### src/rtl/mem_arbiter_if.sv
// mem_arbiter_if
// Groups every bus signal of the memory arbiter: the CPU request port (c_*),
// the host/loader request port (h_*), the single-port memory side (mem_*),
// and the status outputs (owner, state_out).
//   slave  : the arbiter's view (requests and mem_rdata in; acks, read data,
//            memory controls and status out)
//   master : the environment's view (requesters plus memory), the mirror image
interface mem_arbiter_if #(
    parameter int AW = 8,
    parameter int DW = 16
);
    // CPU port
    logic          c_req;
    logic          c_we;
    logic [AW-1:0] c_addr;
    logic [DW-1:0] c_wdata;
    logic          c_ack;
    logic [DW-1:0] c_rdata;

    // Host/loader port
    logic          h_req;
    logic          h_we;
    logic [AW-1:0] h_addr;
    logic [DW-1:0] h_wdata;
    logic          h_ack;
    logic [DW-1:0] h_rdata;

    // Memory side (registered-output synchronous RAM)
    logic          mem_en;
    logic          mem_we;
    logic [AW-1:0] mem_addr;
    logic [DW-1:0] mem_wdata;
    logic [DW-1:0] mem_rdata;

    // Status
    logic          owner;
    logic [1:0]    state_out;

    modport slave (
        input  c_req, c_we, c_addr, c_wdata,
        output c_ack, c_rdata,
        input  h_req, h_we, h_addr, h_wdata,
        output h_ack, h_rdata,
        output mem_en, mem_we, mem_addr, mem_wdata,
        input  mem_rdata,
        output owner, state_out
    );

    modport master (
        output c_req, c_we, c_addr, c_wdata,
        input  c_ack, c_rdata,
        output h_req, h_we, h_addr, h_wdata,
        input  h_ack, h_rdata,
        input  mem_en, mem_we, mem_addr, mem_wdata,
        output mem_rdata,
        input  owner, state_out
    );
endinterface

### src/rtl/mem_arbiter.sv
// mem_arbiter
// Shares one single-port synchronous memory between the CPU (port C) and an
// external host/loader (port H). Each access runs IDLE -> ACCESS -> RESP:
// the winner's request is latched in IDLE, the memory is driven from that
// latch in ACCESS, and the owner's one-cycle ack is raised in RESP while the
// registered memory output is presented as read data. Simultaneous requests
// are resolved round-robin.
// Ports:
//   clk   : clock, rising edge
//   reset : asynchronous, active-high reset
//   bus   : mem_arbiter_if.slave -- CPU port, host port, memory side,
//           owner (0 = C, 1 = H) and state_out (IDLE=0, ACCESS=1, RESP=2)
module mem_arbiter #(
    parameter int AW = 8,
    parameter int DW = 16
) (
    input  logic         clk,
    input  logic         reset,
    mem_arbiter_if.slave bus
);
    typedef enum logic [1:0] {
        IDLE   = 2'd0,
        ACCESS = 2'd1,
        RESP   = 2'd2
    } state_t;

    state_t        state_reg;
    logic          prio_reg;       // port that wins a tie (0 = C, 1 = H)
    logic          owner_reg;      // port of current/last grant
    logic          lat_we_reg;
    logic [AW-1:0] lat_addr_reg;
    logic [DW-1:0] lat_wdata_reg;

    // Arbitration: a lone requester always wins; prio only breaks ties.
    logic any_req;
    logic grant_h;
    assign any_req = bus.c_req | bus.h_req;
    assign grant_h = bus.h_req & (~bus.c_req | prio_reg);

    always_ff @(posedge clk or posedge reset) begin
        if (reset) begin
            state_reg     <= IDLE;
            prio_reg      <= 1'b0;
            owner_reg     <= 1'b0;
            lat_we_reg    <= 1'b0;
            lat_addr_reg  <= '0;
            lat_wdata_reg <= '0;
        end else begin
            case (state_reg)
                IDLE: begin
                    // Requests are only looked at here, so anything the
                    // requester changes later cannot disturb the access.
                    if (any_req) begin
                        owner_reg     <= grant_h;
                        lat_we_reg    <= grant_h ? bus.h_we    : bus.c_we;
                        lat_addr_reg  <= grant_h ? bus.h_addr  : bus.c_addr;
                        lat_wdata_reg <= grant_h ? bus.h_wdata : bus.c_wdata;
                        state_reg     <= ACCESS;
                    end
                end
                ACCESS: begin
                    state_reg <= RESP;
                end
                RESP: begin
                    // Hand the tie-break to whichever port was not served.
                    prio_reg  <= ~owner_reg;
                    state_reg <= IDLE;
                end
                default: begin
                    state_reg <= IDLE;
                end
            endcase
        end
    end

    // Controls decode from state only, so they drop immediately on reset.
    assign bus.mem_en    = (state_reg == ACCESS);
    assign bus.mem_we    = (state_reg == ACCESS) & lat_we_reg;
    assign bus.mem_addr  = lat_addr_reg;
    assign bus.mem_wdata = lat_wdata_reg;

    assign bus.c_ack     = (state_reg == RESP) & ~owner_reg;
    assign bus.h_ack     = (state_reg == RESP) &  owner_reg;

    // Both ports mirror the memory output; only the owner's ack qualifies it.
    assign bus.c_rdata   = bus.mem_rdata;
    assign bus.h_rdata   = bus.mem_rdata;

    assign bus.owner     = owner_reg;
    assign bus.state_out = state_reg;
endmodule

### src/flat_wrapper.sv
// flat-port wrapper written by rule: the top's interface ports become plain ports
module mem_arbiter_flat 
#(
    parameter int AW = 8,
    parameter int DW = 16
)
  (clk, reset, bus_c_req, bus_c_we, bus_c_addr, bus_c_wdata, bus_c_ack, bus_c_rdata, bus_h_req, bus_h_we, bus_h_addr, bus_h_wdata, bus_h_ack, bus_h_rdata, bus_mem_en, bus_mem_we, bus_mem_addr, bus_mem_wdata, bus_mem_rdata, bus_owner, bus_state_out);
  mem_arbiter_if #(.AW(AW), .DW(DW)) bus_i ();
  input  logic clk;
  input  logic reset;
  input wire logic [$bits(bus_i.c_req)-1:0] bus_c_req;
  input wire logic [$bits(bus_i.c_we)-1:0] bus_c_we;
  input wire logic [$bits(bus_i.c_addr)-1:0] bus_c_addr;
  input wire logic [$bits(bus_i.c_wdata)-1:0] bus_c_wdata;
  output wire logic [$bits(bus_i.c_ack)-1:0] bus_c_ack;
  output wire logic [$bits(bus_i.c_rdata)-1:0] bus_c_rdata;
  input wire logic [$bits(bus_i.h_req)-1:0] bus_h_req;
  input wire logic [$bits(bus_i.h_we)-1:0] bus_h_we;
  input wire logic [$bits(bus_i.h_addr)-1:0] bus_h_addr;
  input wire logic [$bits(bus_i.h_wdata)-1:0] bus_h_wdata;
  output wire logic [$bits(bus_i.h_ack)-1:0] bus_h_ack;
  output wire logic [$bits(bus_i.h_rdata)-1:0] bus_h_rdata;
  output wire logic [$bits(bus_i.mem_en)-1:0] bus_mem_en;
  output wire logic [$bits(bus_i.mem_we)-1:0] bus_mem_we;
  output wire logic [$bits(bus_i.mem_addr)-1:0] bus_mem_addr;
  output wire logic [$bits(bus_i.mem_wdata)-1:0] bus_mem_wdata;
  input wire logic [$bits(bus_i.mem_rdata)-1:0] bus_mem_rdata;
  output wire logic [$bits(bus_i.owner)-1:0] bus_owner;
  output wire logic [$bits(bus_i.state_out)-1:0] bus_state_out;
  assign bus_i.c_req = bus_c_req;
  assign bus_i.c_we = bus_c_we;
  assign bus_i.c_addr = bus_c_addr;
  assign bus_i.c_wdata = bus_c_wdata;
  assign bus_c_ack = bus_i.c_ack;
  assign bus_c_rdata = bus_i.c_rdata;
  assign bus_i.h_req = bus_h_req;
  assign bus_i.h_we = bus_h_we;
  assign bus_i.h_addr = bus_h_addr;
  assign bus_i.h_wdata = bus_h_wdata;
  assign bus_h_ack = bus_i.h_ack;
  assign bus_h_rdata = bus_i.h_rdata;
  assign bus_mem_en = bus_i.mem_en;
  assign bus_mem_we = bus_i.mem_we;
  assign bus_mem_addr = bus_i.mem_addr;
  assign bus_mem_wdata = bus_i.mem_wdata;
  assign bus_i.mem_rdata = bus_mem_rdata;
  assign bus_owner = bus_i.owner;
  assign bus_state_out = bus_i.state_out;
  mem_arbiter #(.AW(AW), .DW(DW)) u_core (.clk(clk), .reset(reset), .bus(bus_i));
endmodule
### config.mk
export PLATFORM = sky130hd
export DESIGN_NAME = mem_arbiter_flat
export DESIGN_NICKNAME = d
export VERILOG_FILES = /design/src/rtl/mem_arbiter_if.sv /design/src/rtl/mem_arbiter.sv /design/src/flat_wrapper.sv
export SDC_FILE = /design/constraint.sdc
export NUM_CORES = 1
export LEC_CHECK = 0
export BUFFER_PORTS_ARGS = -buffer_cell sky130_fd_sc_hd__buf_4
export CAP_MARGIN = 20
export CORE_UTILIZATION = 40
export DETAILED_ROUTE_END_ITERATION = 10
export GPL_ROUTABILITY_DRIVEN = 0
export PLACE_DENSITY = 0.83
export SYNTH_ARGS = -nofsm -noshare
export SYNTH_HDL_FRONTEND = slang
export SYNTH_SLANG_ARGS = --single-unit
export TNS_END_PERCENT = 1
### constraint.sdc
create_clock -name clk -period 2.8 [get_ports clk]
set_input_delay 0.56 -clock clk [delete_from_list [all_inputs] [get_ports clk]]
set_output_delay 0.56 -clock clk [all_outputs]
set_load 0.01 [all_outputs]
==> run metrics, run 1 <==
antenna fix cells=0; slowest cell on the critical path=sky130_fd_sc_hd__dfrtp_1; synthesized area per cell=9.254 sq um; HPWL after detailed placement=3.051 mm; final net count=313; Max Clk Rate=572.1 MHz; Die Span X=69.51 um; die span in y=69.51 um; count of buffer and inverter cells on the critical path=1; floorplan row count=24; Tot Pwr=2.290 mW; I/O pins=133; share of synthesized registers carrying an async set or reset=100.0%; maximum count of clock buffers along a single path=2; fraction of the mapped netlist area in adder cells=0%; CP Cell Sequence=nor2b_1, and2_1, buf_4; number of fill cells=398; share of post-route cells with drive strength above 1=47.13%; Antenna Nets Post-Route=0; GR Util All Layers=19.04%; global-route wire length before repair=7.327 mm; final setup margin=1.052 ns; type of element launching the critical path=flip-flop; total of endpoints with negative setup slack in the final report=0; arrival time at the worst endpoint=1.19 ns; dpl cells=288; path type of the worst min-delay path=in -> async; status=complete, no violations; post-layout instance count excluding filler cells=296; CTS clock-pin slew for the worst setup and hold paths=0.06 ns; total congestion overflow after global routing=0; fin. max-slew vios=0; Hold Buf Count CTS=0; count of buffers from port buffering=84; area of the die=4832 sq um; drt total wl=4.417 mm; initial drt markers=170; Fin Clk Skew=0.001864 ns; largest net degree at the start of global routing=30; Final period util=62.43%; worst vdd ir=0.0003369 V; buffer type at the clock tree root=sky130_fd_sc_hd__clkbuf_8; DRC violation count after routing=0; synthesized-area fraction occupied by ao, oa, aoi and oai cells=29.10%; area of the core=4354 sq um; number of enable flip-flop cells after synthesis=0; number of distinct library cells after synthesis=18; instance count of the mapped netlist=197; summed negative setup slack over all endpoints=0 ns; total leakage power=0.9945 nW; number of global-route vias before repair=1585; Wirelength per Cell=14.92 um; clock tree from TritonCTS=done; path type of the worst setup path=reg -> out; final hold viol count=0; Net Count, Synth=267; pin slew with the least headroom to its limit=0.6258 ns; clock sink total=29; vias after detailed routing=1583; crit-path max cell delay=0.42 ns; starting density of the core=41.87%; Post-Place Setup Slack=0.9924 ns; endpoint kind of the worst setup timing path=output pin; Post-CTS Resized=0; portion of netlist area occupied by mux cells=0%; XOR/XNOR Fraction of Synth Area=0%; post-synthesis simple-gate area fraction=11.46%; main combinational cell family by area after synthesis=compound AO/OA/AOI/OAI gates; max-capacitance violation count=0; cell family with most CP delay=flip-flops; clock buffer count from CTS=5; post-synthesis sequential area ratio=39.81%; share of the core filled with cells in the final layout=52.59%; headroom to the max-slew limit=58.23%; cell area after synthesis=1823 sq um; Setup Fix Bufs, Post-CTS=0; number of warning messages in the yosys log=0; final critical delay including setup and external delays=1.748 ns; antenna violations before repair=0; primary flip-flop cell chosen by synthesis mapping=sky130_fd_sc_hd__dfrtp_1; CP max FO=5; layout overhead on the synthesized area=25.60%; register bit count reported by yosys=29; required arrival time at the worst endpoint=2.24 ns; CTS HTree Levels=2; Clk Latency, worst-skew pair=0.27 ns; RSZ-0062 raised after global routing=no; flip-flop count of the largest register after layout=16; Via density=5.348; number of detailed-routing iterations run before antenna repair=5; Pwr per Cell Area=1000 nW/um^2
==> metrics by stage <==
step	hold WS [ns]	instance area [sq um]
2_1_floorplan	0.4804	1823
3_3_place_gp	0.5109	2210
3_5_place_dp	0.5161	2210
4_1_cts	0.3682	2290
5_1_grt	0.3859	2290
6_report	0.3575	2290
==> placed cells by master, fill, tap and decap left out, drive strengths merged <==
cell	netlist	routed
buf	38	89
dfrtp	29	29
o21ai	26	26
nand3	26	26
a21oi	25	25
a31oi	25	25
clkbuf	12	8
nor2b	4	4
and2	4	4
inv	3	3
nor2	3	3
or2	1	1
nand2b	1	1
==> routing by layer <==
layer / vias up / track usage [%] / share of wire [%]
met5: - / 0 / 0
met4: 0 / 8.163 / 1.2
met3: 6 / 5.378 / 7.0
met2: 66 / 31.28 / 50
met1: 746 / 23.33 / 42
li1: 765 / - / -
==> Yosys cell counts, types with 2 or more instances <==
master / n / area [sq um]
sky130_fd_sc_hd__a21oi_1: 25 / 125.1
sky130_fd_sc_hd__a31oi_1: 6 / 37.54
sky130_fd_sc_hd__o21ai_0: 26 / 130.1
sky130_fd_sc_hd__buf_4: 32 / 240.2
sky130_fd_sc_hd__nor2_1: 2 / 7.510
sky130_fd_sc_hd__nor2b_1: 4 / 25.02
sky130_fd_sc_hd__dfrtp_1: 29 / 725.7
sky130_fd_sc_hd__buf_6: 5 / 56.30
sky130_fd_sc_hd__and2_1: 3 / 18.77
sky130_fd_sc_hd__a31oi_2: 19 / 237.7
sky130_fd_sc_hd__nand3_1: 26 / 130.1
sky130_fd_sc_hd__clkbuf_1: 12 / 45.04
sky130_fd_sc_hd__inv_1: 3 / 11.26
==> cells by family after synthesis <==
family / after synthesis
AOI/OAI and AO/OA: 76
and+or+nand+nor: 39
DFF: 29
buffers and inverters: 53
==> final cells by class <==
type	count	area, sq um	area share, %
Multi-Input combinational cell	115	739.5	32.30
Sequential cell	29	725.7	31.69
Timing Repair Buffer	89	668.1	29.18
Clock buffer	8	80.08	3.497
Tap cell	52	65.06	2.842
Inverter	3	11.26	0.4918
==> where the power goes <==
part	leakage [nW]	total, mW	switching (mW)	internal [mW]
Clock	0.0395	0.320	0.144	0.176
Sequential	0.328	0.766	0.130	0.636
Combinational	0.627	1.20	0.622	0.582
Total	0.994	2.29	0.897	1.39
==> worst register-to-register path, cell delays in order (launching register included) <==
cell and delay, ns:
sky130_fd_sc_hd__dfrtp_1 0.37, sky130_fd_sc_hd__nand2b_1 0.46, sky130_fd_sc_hd__buf_4 0.30, sky130_fd_sc_hd__nand3_1 0.12
sky130_fd_sc_hd__a31oi_2 0.20
==> path summary, 6_finish.rpt <==
check | slack, ns | endpoint | start | cells past startpoint
worst max-delay path | 1.05 | bus_h_ack | u_core.bus.state_out[1]$_DFFE_PP0P_ | 3
worst min-delay path | 0.36 | u_core.bus.mem_wdata[2]$_DFFE_PP0P_ | reset | 3
worst max register to register | 1.27 | u_core.bus.mem_wdata[15]$_DFFE_PP0P_ | u_core.prio_reg$_DFFE_PP0N_ | 4
worst min register to register | 0.52 | u_core.bus.state_out[1]$_DFFE_PP0P_ | u_core.bus.state_out[1]$_DFFE_PP0P_ | 1
max in group asynchronous | 2.16 | u_core.bus.mem_wdata[12]$_DFFE_PP0P_ | reset | 3
min in group clk | 0.52 | u_core.bus.state_out[1]$_DFFE_PP0P_ | u_core.bus.state_out[1]$_DFFE_PP0P_ | 1
No activity file was read; power rests on OpenSTA's default activity.
==> run 2: changes to the inputs <==
--- a/config.mk
+++ b/config.mk
@@ -7,10 +7,10 @@
 export LEC_CHECK = 0
 export BUFFER_PORTS_ARGS = -buffer_cell sky130_fd_sc_hd__buf_4
 export CAP_MARGIN = 20
-export CORE_UTILIZATION = 40
+export CORE_UTILIZATION = 37
 export DETAILED_ROUTE_END_ITERATION = 10
 export GPL_ROUTABILITY_DRIVEN = 0
-export PLACE_DENSITY = 0.83
+export PLACE_DENSITY = 0.81
 export SYNTH_ARGS = -nofsm -noshare
 export SYNTH_HDL_FRONTEND = slang
 export SYNTH_SLANG_ARGS = --single-unit
==> constraint.sdc (replaced) <==
create_clock -name clk -period 1.45 [get_ports clk]
set_input_delay 0.29 -clock clk [delete_from_list [all_inputs] [get_ports clk]]
set_output_delay 0.29 -clock clk [all_outputs]
set_load 0.01 [all_outputs]
==> run metrics, run 2 (synthesis results as in run 1) <==
dpl cells=309 (+7.3%); final instance area=2407 sq um (+5.1%); worst vdd ir=0.0006955 V (+110%); antenna fix cells=0 (unchanged); antenna violations before repair=0 (unchanged); GR Util All Layers=18.24% (-0.80 points); Max Clk Rate=693.8 MHz; layout overhead on the synthesized area=32.05%; status=complete, no violations; count of buffers from port buffering=84 (unchanged); starting density of the core=38.60% (-3.3 points); flip-flop count of the largest register after layout=16 (unchanged); I/O pins=133 (unchanged); global-route wire length before repair=7.410 mm (+1.1%); number of cell instances on the worst register-to-register path=4 (unchanged); crit-path max cell delay=0.44 ns (+0.02 ns); arrival time at the worst endpoint=1.15 ns (-0.04 ns); Hold Slack=0.08391 ns (-0.2736 ns); CTS HTree Levels=2 (unchanged); floorplan row count=25 (+4.2%); number of global-route vias before repair=1579 (-0.38%); die span in y=72.19 um (+3.9%); post-detailed-placement cell area=2288 sq um (+3.6%); clock sink total=29 (unchanged); largest net degree at the start of global routing=30 (unchanged); CTS clock-pin slew for the worst setup and hold paths=0.06 ns (about the same); area of the die=5211 sq um (+7.9%); Fin Clk Skew=0.004173 ns (+0.002310 ns); cell family with most CP delay=flip-flops; HPWL after detailed placement=3.349 mm (+9.7%); CP max FO=5 (unchanged); Antenna Nets Post-Route=0 (unchanged); RSZ-0062 raised after global routing=yes; initial drt markers=105 (-38%); worst r2r dst=u_core.bus.mem_wdata[5]$_DFFE_PP0P_; slowest cell on the critical path=sky130_fd_sc_hd__dfrtp_2; clock tree from TritonCTS=done; count of buffer and inverter cells on the critical path=1 (unchanged); buffer type at the clock tree root=sky130_fd_sc_hd__clkbuf_8; most frequent cells in the layout=sky130_fd_sc_hd__buf_4, sky130_fd_sc_hd__dfrtp_1, sky130_fd_sc_hd__o21ai_0, sky130_fd_sc_hd__nand3_1, sky130_fd_sc_hd__a21oi_1; most common cell after layout, fill and taps aside=sky130_fd_sc_hd__buf_4; drt total wl=4.681 mm (+6.0%); Tot Pwr=4.571 mW (+100%); endpoint kind of the worst setup timing path=output pin; fin. max-slew vios=0 (unchanged); total congestion overflow after global routing=0 (unchanged); maximum count of clock buffers along a single path=2 (unchanged); post-layout instance count excluding filler cells=318 (+7.4%); Clk Latency, worst-skew pair=0.28 ns (about the same); CP Cell Sequence=nor2b_1, and2_1, buf_4; Wirelength per Cell=14.72 um (-1.4%); Die Span X=72.19 um (+3.9%); max-capacitance violation count=0 (unchanged); headroom to the max-slew limit=67.00% (+8.8 points); final hold viol count=0 (unchanged); final net count=320 (+2.2%); area of the core=4723 sq um (+8.5%); type of element launching the critical path=flip-flop; DRC violation count after routing=0 (unchanged); path type of the worst min-delay path=in -> async; pin slew with the least headroom to its limit=0.4940 ns (-0.1318 ns); Final period util=99.40%; number of detailed-routing iterations run before antenna repair=4 (-1); vias after detailed routing=1661 (+4.9%); Via density=5.223 (-2.3%); path type of the worst setup path=reg -> out; total leakage power=1.047 nW (+5.3%); clock buffer count from CTS=5 (unchanged); Pwr per Cell Area=1899 nW/um^2 (+90%); Reg-to-Reg Start=u_core.bus.state_out[1]$_DFFE_PP0P_; worst setup slack for register-to-register paths=0.04 ns (-1.23 ns); total of endpoints with negative setup slack in the final report=0 (unchanged); summed negative setup slack over all endpoints=0 ns (unchanged); share of post-route cells with drive strength above 1=51.00% (+3.9 points); required arrival time at the worst endpoint=1.16 ns (-1.08 ns); final critical delay including setup and external delays=1.441 ns
[run 2: area by class of cell]
cell class,count,area [sq um]
Timing Repair Buffer,96,737.0
Clock inverter,2,10.01
Sequential cell,29,726.9
Inverter,3,11.26
Clock buffer,6,72.57
Tap cell,67,83.83
Multi-Input combinational cell,115,765.7
Fill cell,457,2316
[run 2: worst max path at each step]
stage,start,end,depth (start not counted)
4_1_cts,u_core.bus.state_out[0]$_DFFE_PP0P_,bus_mem_we,3
2_1_floorplan,u_core.bus.state_out[1]$_DFFE_PP0P_,u_core.bus.mem_addr[7]$_DFFE_PP0P_,5
3_5_place_dp,bus_c_req,u_core.bus.mem_addr[3]$_DFFE_PP0P_,4
6_report,u_core.bus.state_out[0]$_DFFE_PP0P_,bus_mem_we,3
3_3_place_gp,bus_c_req,u_core.bus.mem_wdata[10]$_DFFE_PP0P_,4
5_1_grt,u_core.bus.state_out[0]$_DFFE_PP0P_,bus_mem_we,3
[run 2: timing repair]
item                                   4_1_cts  5_1_grt
endpoints found under the hold margin        0        0
hold buffers                                 0        0
resized for setup                            4        3
setup endpoints to repair                   27        3
setup buffers                                0        1
[run 2: per-layer routing]
metal	wire (um)	GRT usage (%)	vias to the layer above
met5	0	0	-
met4	64	7.625	0
met3	318	3.611	11
met2	2415	29.80	69
met1	1883	23.61	799
li1	-	-	782
[run 2: per-stage QoR]
stage	utilization, %	worst slack [ns]
2_1_floorplan	-	0.1117
6_report	50.97	0.008678
3_3_place_gp	48.45	-0.08856
3_5_place_dp	48.45	-0.1443
4_1_cts	50.49	-0.01424
5_1_grt	50.97	-0.02940
[run 2: tightest hold or removal path, cell delays in order]
cell	delay [ns]
sky130_fd_sc_hd__buf_4	0.11
sky130_fd_sc_hd__inv_1	0.04
sky130_fd_sc_hd__buf_4	0.33
[run 2: power breakdown]
part / switching, mW / internal, mW
Combinational: 1.25 / 1.21
Sequential: 0.260 / 1.23
Clock: 0.295 / 0.332
